### config.mk
export PLATFORM = sky130hd
export DESIGN_NAME = msdap_mem_writer
export DESIGN_NICKNAME = d
export VERILOG_FILES = /design/src/rtl/msdap_mem_writer.sv
export SDC_FILE = /design/constraint.sdc
export NUM_CORES = 1
export LEC_CHECK = 0
export CELL_PAD_IN_SITES_DETAIL_PLACEMENT = 0
export CELL_PAD_IN_SITES_GLOBAL_PLACEMENT = 1
export CORE_ASPECT_RATIO = 0.7
export CORE_MARGIN = 4
export CORE_UTILIZATION = 35
export DETAILED_ROUTE_END_ITERATION = 8
export PLACE_DENSITY_LB_ADDON = 0.1
export SYNTH_ARGS = -nofsm -noshare
export SYNTH_HDL_FRONTEND = slang
export SYNTH_SLANG_ARGS = --single-unit
### constraint.sdc
create_clock -name Sclk -period 3.5 [get_ports Sclk]
set_clock_uncertainty 0.2 [all_clocks]
set_input_delay 0.35 -clock Sclk [delete_from_list [all_inputs] [get_ports Sclk]]
set_output_delay 0.35 -clock Sclk [all_outputs]
set_load 0.05 [all_outputs]
### src/rtl/msdap_mem_writer.sv
// rtl/msdap_mem_writer.sv - write sequencer loading rj, coefficient and circular input-sample memories for the MSDAP datapath
module msdap_mem_writer #(
  parameter int RJ_WORDS    = 16,
  parameter int COEFF_WORDS = 512,
  parameter int SLEEP_COUNT = 800
) (
  input  logic        Sclk,
  input  logic        Clear_n,
  input  logic        word_valid,
  input  logic [15:0] wordL,
  input  logic [15:0] wordR,
  input  logic        data_reset,
  output logic        rj_we,
  output logic [3:0]  rj_waddr,
  output logic        coeff_we,
  output logic [8:0]  coeff_waddr,
  output logic        in_we,
  output logic [7:0]  in_waddr,
  output logic [15:0] wdataL,
  output logic [15:0] wdataR,
  output logic        work_enable,
  output logic        sleep_flag,
  output logic        alu_clear
);

  typedef enum logic [2:0] {LOAD_RJ, LOAD_COEFF, WORK, SLEEP, FLUSH} state_t;

  localparam logic [9:0] RJ_LAST    = 10'(RJ_WORDS - 1);
  localparam logic [9:0] COEFF_LAST = 10'(COEFF_WORDS - 1);
  localparam logic [9:0] SLEEP_MAX  = 10'(SLEEP_COUNT);
  localparam logic [9:0] FLUSH_LAST = 10'd255;

  state_t      state, next_state;
  logic [9:0]  wcnt, wcnt_n;
  logic [9:0]  zcnt, zcnt_n;
  logic [7:0]  xptr, xptr_n;
  logic        pend;

  logic        rj_wr, coeff_wr, samp_wr, flush_wr;
  logic [7:0]  flush_addr;
  logic        is_zero;

  logic        rj_we_d, coeff_we_d, in_we_d, pend_d;
  logic        work_enable_d, sleep_flag_d, alu_clear_d;
  logic [3:0]  rj_waddr_d;
  logic [8:0]  coeff_waddr_d;
  logic [7:0]  in_waddr_d;
  logic [15:0] wdataL_d, wdataR_d;

  assign is_zero = (wordL == 16'd0) && (wordR == 16'd0);

  always_ff @(posedge Sclk or negedge Clear_n) begin
    if (!Clear_n) begin
      state       <= LOAD_RJ;
      wcnt        <= '0;
      zcnt        <= '0;
      xptr        <= '0;
      pend        <= 1'b0;
      rj_we       <= 1'b0;
      rj_waddr    <= '0;
      coeff_we    <= 1'b0;
      coeff_waddr <= '0;
      in_we       <= 1'b0;
      in_waddr    <= '0;
      wdataL      <= '0;
      wdataR      <= '0;
      work_enable <= 1'b0;
      sleep_flag  <= 1'b0;
      alu_clear   <= 1'b1;
    end else begin
      state       <= next_state;
      wcnt        <= wcnt_n;
      zcnt        <= zcnt_n;
      xptr        <= xptr_n;
      pend        <= pend_d;
      rj_we       <= rj_we_d;
      rj_waddr    <= rj_waddr_d;
      coeff_we    <= coeff_we_d;
      coeff_waddr <= coeff_waddr_d;
      in_we       <= in_we_d;
      in_waddr    <= in_waddr_d;
      wdataL      <= wdataL_d;
      wdataR      <= wdataR_d;
      work_enable <= work_enable_d;
      sleep_flag  <= sleep_flag_d;
      alu_clear   <= alu_clear_d;
    end
  end

  // wcnt doubles as the flush sweep address; it is idle (zero) in WORK/SLEEP
  always_comb begin
    next_state = state;
    wcnt_n     = wcnt;
    zcnt_n     = zcnt;
    xptr_n     = xptr;
    rj_wr      = 1'b0;
    coeff_wr   = 1'b0;
    samp_wr    = 1'b0;
    flush_wr   = 1'b0;
    flush_addr = '0;
    case (state)
      LOAD_RJ: begin
        if (word_valid) begin
          rj_wr = 1'b1;
          if (wcnt == RJ_LAST) begin
            wcnt_n     = '0;
            next_state = LOAD_COEFF;
          end else begin
            wcnt_n = wcnt + 10'd1;
          end
        end
      end
      LOAD_COEFF: begin
        if (word_valid) begin
          coeff_wr = 1'b1;
          if (wcnt == COEFF_LAST) begin
            wcnt_n     = '0;
            xptr_n     = '0;
            zcnt_n     = '0;
            next_state = WORK;
          end else begin
            wcnt_n = wcnt + 10'd1;
          end
        end
      end
      WORK, SLEEP: begin
        if (data_reset) begin
          next_state = FLUSH;
          flush_wr   = 1'b1;
          wcnt_n     = 10'd1;
        end else if (word_valid) begin
          // a saturated zero run means we are asleep even if SLEEP is not yet registered
          if (is_zero && (state == SLEEP || zcnt == SLEEP_MAX)) begin
            next_state = SLEEP;
          end else begin
            samp_wr    = 1'b1;
            xptr_n     = xptr + 8'd1;
            zcnt_n     = is_zero ? zcnt + 10'd1 : '0;
            next_state = WORK;
          end
        end else if (zcnt == SLEEP_MAX) begin
          next_state = SLEEP;
        end
      end
      FLUSH: begin
        flush_wr = 1'b1;
        if (data_reset) begin
          wcnt_n = 10'd1;
        end else begin
          flush_addr = wcnt[7:0];
          if (wcnt == FLUSH_LAST) begin
            wcnt_n     = '0;
            xptr_n     = '0;
            zcnt_n     = '0;
            next_state = WORK;
          end else begin
            wcnt_n = wcnt + 10'd1;
          end
        end
      end
      default: next_state = LOAD_RJ;
    endcase
  end

  always_comb begin
    rj_we_d       = rj_wr;
    rj_waddr_d    = rj_wr ? wcnt[3:0] : rj_waddr;
    coeff_we_d    = coeff_wr;
    coeff_waddr_d = coeff_wr ? wcnt[8:0] : coeff_waddr;
    in_we_d       = samp_wr | flush_wr;
    in_waddr_d    = samp_wr ? xptr : (flush_wr ? flush_addr : in_waddr);
    wdataL_d      = wdataL;
    wdataR_d      = wdataR;
    if (rj_wr || coeff_wr || samp_wr) begin
      wdataL_d = wordL;
      wdataR_d = wordR;
    end else if (flush_wr) begin
      wdataL_d = '0;
      wdataR_d = '0;
    end
    pend_d        = samp_wr;
    // a sample pulse due in the cycle FLUSH starts is dropped with the flushed history
    work_enable_d = pend && (next_state != FLUSH);
    sleep_flag_d  = (next_state == SLEEP);
    alu_clear_d   = flush_wr || (next_state == LOAD_RJ) || (next_state == LOAD_COEFF) ||
                    (next_state == FLUSH);
  end

endmodule

==> impl_results.md, run 1 <==
- Synth Area in Simple Gates: 0.155
- Crit-path max FO: 32
- Status: completed
- Power Dens Cells: 579 nW/um^2
- Clock root cell: clkbuf_16
- Switching Share: 0.340
- Cell row count: 32
- First-pass GRT wire length: 18.2 mm
- Final min period: 2.73 ns
- Setup TNS Final: 0 ns
- Clk slew on worst S/H paths: 0.06 ns
- Comb power frac: 0.286
- Critical path cell sequence: clkdlybuf4s50_1, nor4_1, nand4_1, or2_1, o211ai_1, inv_2, nor2_2, buf_12, a22o_1
- Max frequency: 367 MHz
- Setup violators final: 0
- Non-filler cells, final: 630
- H-tree levels: 3
- Placed insts: 613
- CP delay by family, top: simple AND/OR/NAND/NOR gates
- CP Class: input pin to flip-flop
- Hold path start: pend
- Final period util: 0.779
- Die extent in x: 138 um
- R2r endpoint: xptr[7]
- Core Area: 11,300 um^2
- Synth async-reset ratio: 1.00
- Most frequent cells in the layout: clkdlybuf4s50_1 (93), dfrtp_1 (90), a22o_1 (36), nor2_1 (27), o21ai_1 (23)
- Via count: 3,350
- Post-CTS setup buffers: 0
- MaxCap Viol Count: 0
- Routed WL per cell: 17.2 um
- Register-to-register setup slack: 0.80 ns
- Reg area: 2280 um^2
- PnR worst setup slack: 0.772 ns
- Die Ht: 99.0 um
- Distinct cells, synth: 54
- Clock sink total: 91
- Port Buffers: 94
- Drt pass-1 iters: 5
- Total power: 3.24 mW
- Final net count: 512
- Number of synthesized flops with an enable pin: 0
- TritonCTS clock tree: built
- I/O pin total: 95
- Dpl ws: 0.414 ns
- Relative slew slack: 0.498
- Sw power: 1.10 mW
- Critical path buffers and inverters: 3
- First DRT Iteration DRCs: 151
- Layout cells sized above 1: 0.0734
- Post-Route WL: 10.9 mm
- Most common cell after layout, fill and taps aside: clkdlybuf4s50_1
- Leakage: 2.36 nW
- Synth Flop Type: dfrtp_1
- ANT cells: 0
- Compound-cell area share of the yosys netlist: 0.203
- Multi-input gate area: 1740 um^2
- Min Hold Slack: 0.275 ns
- Adder-cell share of the synthesized area: 0.0121
- Fill cells: 1,045
- Initial antenna violation count: 0
- Placer Congestion: 0.796
- Largest family of logic cells by synthesized area: compound AO/OA/AOI/OAI gates
- Worst Tran Pin Value: 0.752 ns
- WHS Endpoint: work_enable
- Seq pwr share: 0.411
- CTS buffer count: 9
- WP data arrival: 2.81 ns
- Hold Crit Class: flip-flop to flip-flop
- DRC viols: 0
- RSZ-0062 raised after global routing: false
- Vias in the first global route: 3,319
- Worst skew pair latency: 0.34 ns
- Critical Path Start Type: input pin
- Post-route ant nets: 0
- Critical-path top delay cell: clkdlybuf4s50_1
- Peak VDD IR: 0.248 mV
- Mux cell area share after synthesis: 0.0353
- Via/cell ratio: 5.32
- Clock network fraction of total power: 0.303
- Warnings from Yosys: 0
- Area grow syn2layout: 35.1%
- FF-to-FF Start: state[0]
- Slew Viols, Final: 0
- Max stage delay on crit path: 0.42 ns
- Largest net degree at the start of global routing: 62
- Worst path required time: 3.58 ns
- Crit end category: flip-flop
- GRT Util Overall: 0.165
- Initial Util: 0.367
- CTS resizes: 0
- Synth Area in XOR/XNOR: 0.0148
- Reg2reg path depth: 7
- Syn Std Cell Area: 4140 um^2
- Syn_area_per_cell: 11.1 um^2
- Worst Hold Path Cells: 2
- Hold Violations, Final: 0
- Global route overflow: 0
- Hold_buf cts: 1
- Syn Nets: 415
- Dpl hpwl: 8.00 mm
- Die footprint: 13,700 um^2
- Internal cell power: 2.14 mW
- Syn Inst Count: 375
- FF+latch count, synth: 91
- Seq/Total Area, Yosys: 0.550
- CTS Buffer Depth: 2
worst reg2reg max path: cells and delay by family (launching register included):
kind / cells / cell delay, ns
compound gates: 3 / 0.68
buf+inv: 1 / 0.10
flops: 1 / 0.54
simple gates: 3 / 1.09
per-layer routing:
metal	vias up	track usage	routed length (um)
met3	5	0.0752	961
met1	1623	0.254	5690
met4	0	0.0357	60
met2	124	0.206	4150
li1	1598	-	-
met5	-	0	0
how the worst max path moves through the flow:
stage | slack, ns | startpoint | endpoint | cells after the start
finish | 0.77 | wordR[8] | wdataL[4] | 9
global route | 0.57 | wordL[3] | wdataR[6] | 9
CTS | 0.77 | wordR[8] | wdataL[4] | 9
detailed placement | 0.41 | wordR[8] | wdataL[12] | 9
global placement | 0.44 | wordR[8] | wdataR[9] | 8
floorplan | 1.09 | state[0] | xptr[5] | 7
cell type report:
cell class	count	area share
multi-input combinational	254	0.312
sequential	91	0.407
clock inverter	3	0.00827
tap	153	0.0342
clock buffer	13	0.0465
timing repair buffer	104	0.184
inverter	12	0.00894
power groups by stage:
stage	Combinational (mW)	Clock [mW]	Sequential, mW
2_1_floorplan	0.194	0	1.71
3_3_place_gp	0.930	0	1.35
3_5_place_dp	0.934	0	1.35
4_1_cts	0.935	1.01	1.33
5_1_grt	0.975	1.06	1.36
6_report	0.926	0.983	1.33
synthesized netlist by cell type, types with 4 or more instances:
cell | instances | area share
a21oi_1 | 7 | 0.0085
a22o_1 | 36 | 0.076
and2_1 | 4 | 0.0060
and3_1 | 11 | 0.017
buf_2 | 5 | 0.0060
clkbuf_1 | 12 | 0.011
dfrtp_1 | 90 | 0.54
ha_1 | 4 | 0.012
inv_1 | 9 | 0.0082
mux2_1 | 13 | 0.035
nand2_1 | 19 | 0.017
nand3_1 | 11 | 0.013
nand4_1 | 6 | 0.0091
nor2_1 | 28 | 0.025
nor3_1 | 6 | 0.0072
nor4_1 | 11 | 0.017
o211ai_1 | 4 | 0.0072
o21a_1 | 5 | 0.0091
o21ai_0 | 7 | 0.0085
o21ai_1 | 23 | 0.028
o221a_1 | 5 | 0.014
or3_1 | 6 | 0.0091
xnor2_1 | 4 | 0.0085
state kept, by name, summed over array words and instances, names as in the netlist:
signal	count
zcnt	10
rj_we	1
rj_waddr	4
wcnt	10
wdataR	16
pend	1
wdataL	16
alu_clear	1
coeff_waddr	9
coeff_we	1
in_we	1
sleep_flag	1
xptr	8
in_waddr	8
work_enable	1
state	3
metrics by stage:
stage | cell area [um^2] | util
4_1_cts | 5600 | 0.496
6_report | 5600 | 0.496
2_1_floorplan | 4140 | -
3_5_place_dp | 5280 | 0.468
3_3_place_gp | 5280 | 0.468
5_1_grt | 5600 | 0.496
logic make-up (layout without fill, tap and decap cells):
logic type      count (synthesis)  count (layout)
simple gates                  120             120
compound gates                110             110
flops                          91              91
buf+inv                        30             132
mux                            13              13
xor+xnor                        7               7
fa+ha+maj                       4               4
Note: power is estimated with default switching activity, not from simulation.
==> run 2: changes to the inputs <==
==> constraint.sdc (replaced) <==
create_clock -name Sclk -period 2.3 [get_ports Sclk]
set_clock_uncertainty 0.2 [all_clocks]
set_input_delay 0.23 -clock Sclk [delete_from_list [all_inputs] [get_ports Sclk]]
set_output_delay 0.23 -clock Sclk [all_outputs]
set_load 0.05 [all_outputs]
==> run 2 against run 1 <==
The run now ends with hold timing, setup timing left. Critical path type is now flip-flop to flip-flop. Utilization is 9.0 points higher. Worst hold slack worse by 0.29 ns. Combinational power is 75% higher. Register-to-register slack worse by 0.93 ns. Sequential share of layout area is 6.2 points lower. Wire length is 21% higher. Worst setup slack worse by 0.90 ns. Die area stayed put. Cell count is 15% higher.
==> impl_results.md, run 2 (same netlist as run 1, synthesis figures left out) <==
- Routed WL per cell: 18.2 um (was 17.2 um)
- Most Crowded Layer GR: met1 (unchanged)
- Post-route ant nets: 0 (unchanged)
- Initial antenna violation count: 0 (unchanged)
- Setup violators final: 55 (was 0)
- Dpl hpwl: 8.93 mm (was 8.00 mm)
- Port Buffers: 94 (unchanged)
- Crit-path max FO: 7 (was 32)
- Setup TNS Final: -3.50 ns (was 0 ns)
- R2r endpoint: xptr[5] (was xptr[7])
- FF-to-FF Start: wcnt[8] (was state[0])
- CTS Buffer Depth: 2 (unchanged)
- Area grow syn2layout: 59.5% (was 35.1%)
- Biggest registers after layout: wdataL x16, wdataR x16 (unchanged)
- MaxCap Viol Count: 0 (unchanged)
- Hold Violations, Final: 2 (was 0)
- Status: finished, violations left (was completed)
- H-tree levels: 3 (unchanged)
- Most frequent cells in the layout: dfrtp_1 (90), buf_4 (83), clkdlybuf4s50_1 (71), a22o_1 (36), nor2_1 (22) (was clkdlybuf4s50_1 (93), dfrtp_1 (90), a22o_1 (36), nor2_1 (27), o21ai_1 (23))
- Die Ht: 99.0 um (unchanged)
- WP data arrival: 2.50 ns (was 2.81 ns)
- Dpl ws: -0.628 ns (was 0.414 ns)
- Core Area: 11,300 um^2 (unchanged)
- Worst path required time: 2.37 ns (was 3.58 ns)
- GR Util met2: 0.259 (was 0.206)
- Leakage: 2.94 nW (was 2.36 nW)
- PnR worst setup slack: -0.127 ns (was 0.772 ns)
- GRT Util Overall: 0.190 (was 0.165)
- Failing checks: hold timing, setup timing
- Worst Hold Path Cells: 2 (unchanged)
- Clock sink total: 91 (unchanged)
- Total power: 5.03 mW (was 3.24 mW)
- Crit path capture: xptr[5] (was wdataL[4])
- Peak VDD IR: 0.445 mV (was 0.248 mV)
- Relative slew slack: 0.499 (was 0.498)
- TritonCTS clock tree: built (unchanged)
- Vias in the first global route: 3,877 (was 3,319)
- RSZ-0062 raised after global routing: true (was false)
- Via/cell ratio: 5.24 (was 5.32)
- First DRT Iteration DRCs: 288 (was 151)
- Worst skew pair latency: 0.34 ns (about the same)
- Register-to-register setup slack: -0.13 ns (was 0.80 ns)
- Largest net degree at the start of global routing: 40 (was 62)
- Min Hold Slack: -0.0133 ns (was 0.275 ns)
- Drt pass-1 iters: 4 (was 5)
- Fill cells: 959 (was 1,045)
- Final period util: 1.06
- CTS buffer count: 9 (unchanged)
- Final net count: 605 (was 512)
- Clk slew on worst S/H paths: 0.07 ns (was 0.06 ns)
- Post-Route WL: 13.1 mm (was 10.9 mm)
- Placer Congestion: 0.844 (was 0.796)
- Final min period: 2.43 ns
- Critical-path top delay cell: or4b_4 (was clkdlybuf4s50_1)
- Slew Viols, Final: 0 (unchanged)
- Power Dens Cells: 760 nW/um^2 (was 579 nW/um^2)
- Crit end category: flip-flop (unchanged)
- Placed insts: 685 (was 613)
- Cell row count: 32 (unchanged)
- Clock root cell: clkbuf_16 (unchanged)
- Met1 Usage GRT: 0.290 (was 0.254)
- Layout cells sized above 1: 0.293 (was 0.0734)
- Reg2reg path depth: 7 (unchanged)
- Max stage delay on crit path: 0.57 ns (was 0.42 ns)
- Max frequency: 412 MHz
- DRC viols: 0 (unchanged)
- Initial Util: 0.367 (unchanged)
- Worst Tran Pin Value: 0.752 ns (about the same)
- Global route overflow: 0 (unchanged)
- M3 GR Usage: 0.0597 (was 0.0752)
- Hold Crit Class: input pin to flip-flop (was flip-flop to flip-flop)
- Die footprint: 13,700 um^2 (unchanged)
- ANT cells: 0 (unchanged)
- Worst setup path start: wcnt[8] (was wordR[8])
- I/O pin total: 95 (unchanged)
- CP Class: flip-flop to flip-flop (was input pin to flip-flop)
- Most common cell after layout, fill and taps aside: dfrtp_1 (was clkdlybuf4s50_1)
- Non-filler cells, final: 723 (was 630)
- Via count: 3,787 (was 3,350)
- Critical path cell sequence: or4b_4, a2111oi_4, nor2_4, clkinv_4, o21ai_4, or3_1, a21oi_2 (was clkdlybuf4s50_1, nor4_1, nand4_1, or2_1, o211ai_1, inv_2, nor2_2, buf_12, a22o_1)
- Critical Path Start Type: flip-flop (was input pin)
- Die extent in x: 138 um (unchanged)
- First-pass GRT wire length: 20.8 mm (was 18.2 mm)
-- run 2: changes by cell type in the layout (fill, tap and decap cells not counted), moves of 3 or more --
cell / previous run / this run
buf_12: 1 / 5
buf_4: 9 / 83
buf_6: 0 / 13
clkdlybuf4s50_1: 93 / 71
clkinvlp_4: 1 / 4
dlygate4sd2_1: 0 / 17
dlymetal6s2s_1: 0 / 5
nor2_1: 27 / 22
nor2_2: 1 / 4
nor4_1: 11 / 2
nor4_2: 0 / 7
o21ai_1: 23 / 17
o21ai_2: 1 / 7
-- run 2: area by class of cell --
type | count | area [um^2] | share of cell area
timing repair buffer | 197 | 1840 | 0.279
multi-input combinational | 254 | 1960 | 0.297
clock inverter | 5 | 38.8 | 0.00587
clock buffer | 11 | 243 | 0.0367
tap | 153 | 191 | 0.0290
inverter | 12 | 55.1 | 0.00833
sequential | 91 | 2280 | 0.345
-- run 2: worst min-delay path by stage --
stage | startpoint | to | slack [ns]
6_report | wordR[8] | wdataR[8] | -0.01
5_1_grt | wordR[8] | wdataR[8] | -0.001
4_1_cts | wordL[12] | wdataL[12] | 0.07
3_5_place_dp | Clear_n | coeff_waddr[5] | 0.04
3_3_place_gp | Clear_n | coeff_waddr[6] | 0.03
2_1_floorplan | Clear_n | coeff_waddr[0] | -0.27
-- run 2: what timing repair did --
| item | 4_1_cts | 5_1_grt |
|---|---|---|
| setup endpoints to repair | 63 | 68 |
| gates cloned | 4 | 0 |
| hold buffers | 1 | 0 |
| buffers inserted | 16 | 5 |
| endpoints found under the hold margin | 36 | 0 |
| resized for setup | 47 | 44 |
| pin swaps | 24 | 32 |
-- run 2: stage by stage --
stage               area [um^2]  utilization
finish                     6610        0.586
global route               6610        0.586
CTS                        6470        0.573
detailed placement         5850        0.518
global placement           5850        0.518
floorplan                  4150            -
-- run 2: worst max-delay path, delay by kind of cell (launching register included) --
family                 cells  cell delay [ns]
buffers and inverters      1             0.07
AOI/OAI and AO/OA          3             0.65
and+or+nand+nor            3             1.04
DFF                        1             0.39
-- run 2: metal layers --
layer  part of all wire  wire (um)
met2               0.42       5560
met3              0.057        752
met1               0.51       6710
met5                  0          0
met4             0.0086        113
-- run 2: power breakdown --
part / switching [mW] / internal [mW] / leakage [nW]
registers: 0.175 / 1.83 / 1.15
clock network: 0.641 / 0.765 / 0.124
logic: 0.995 / 0.622 / 1.67
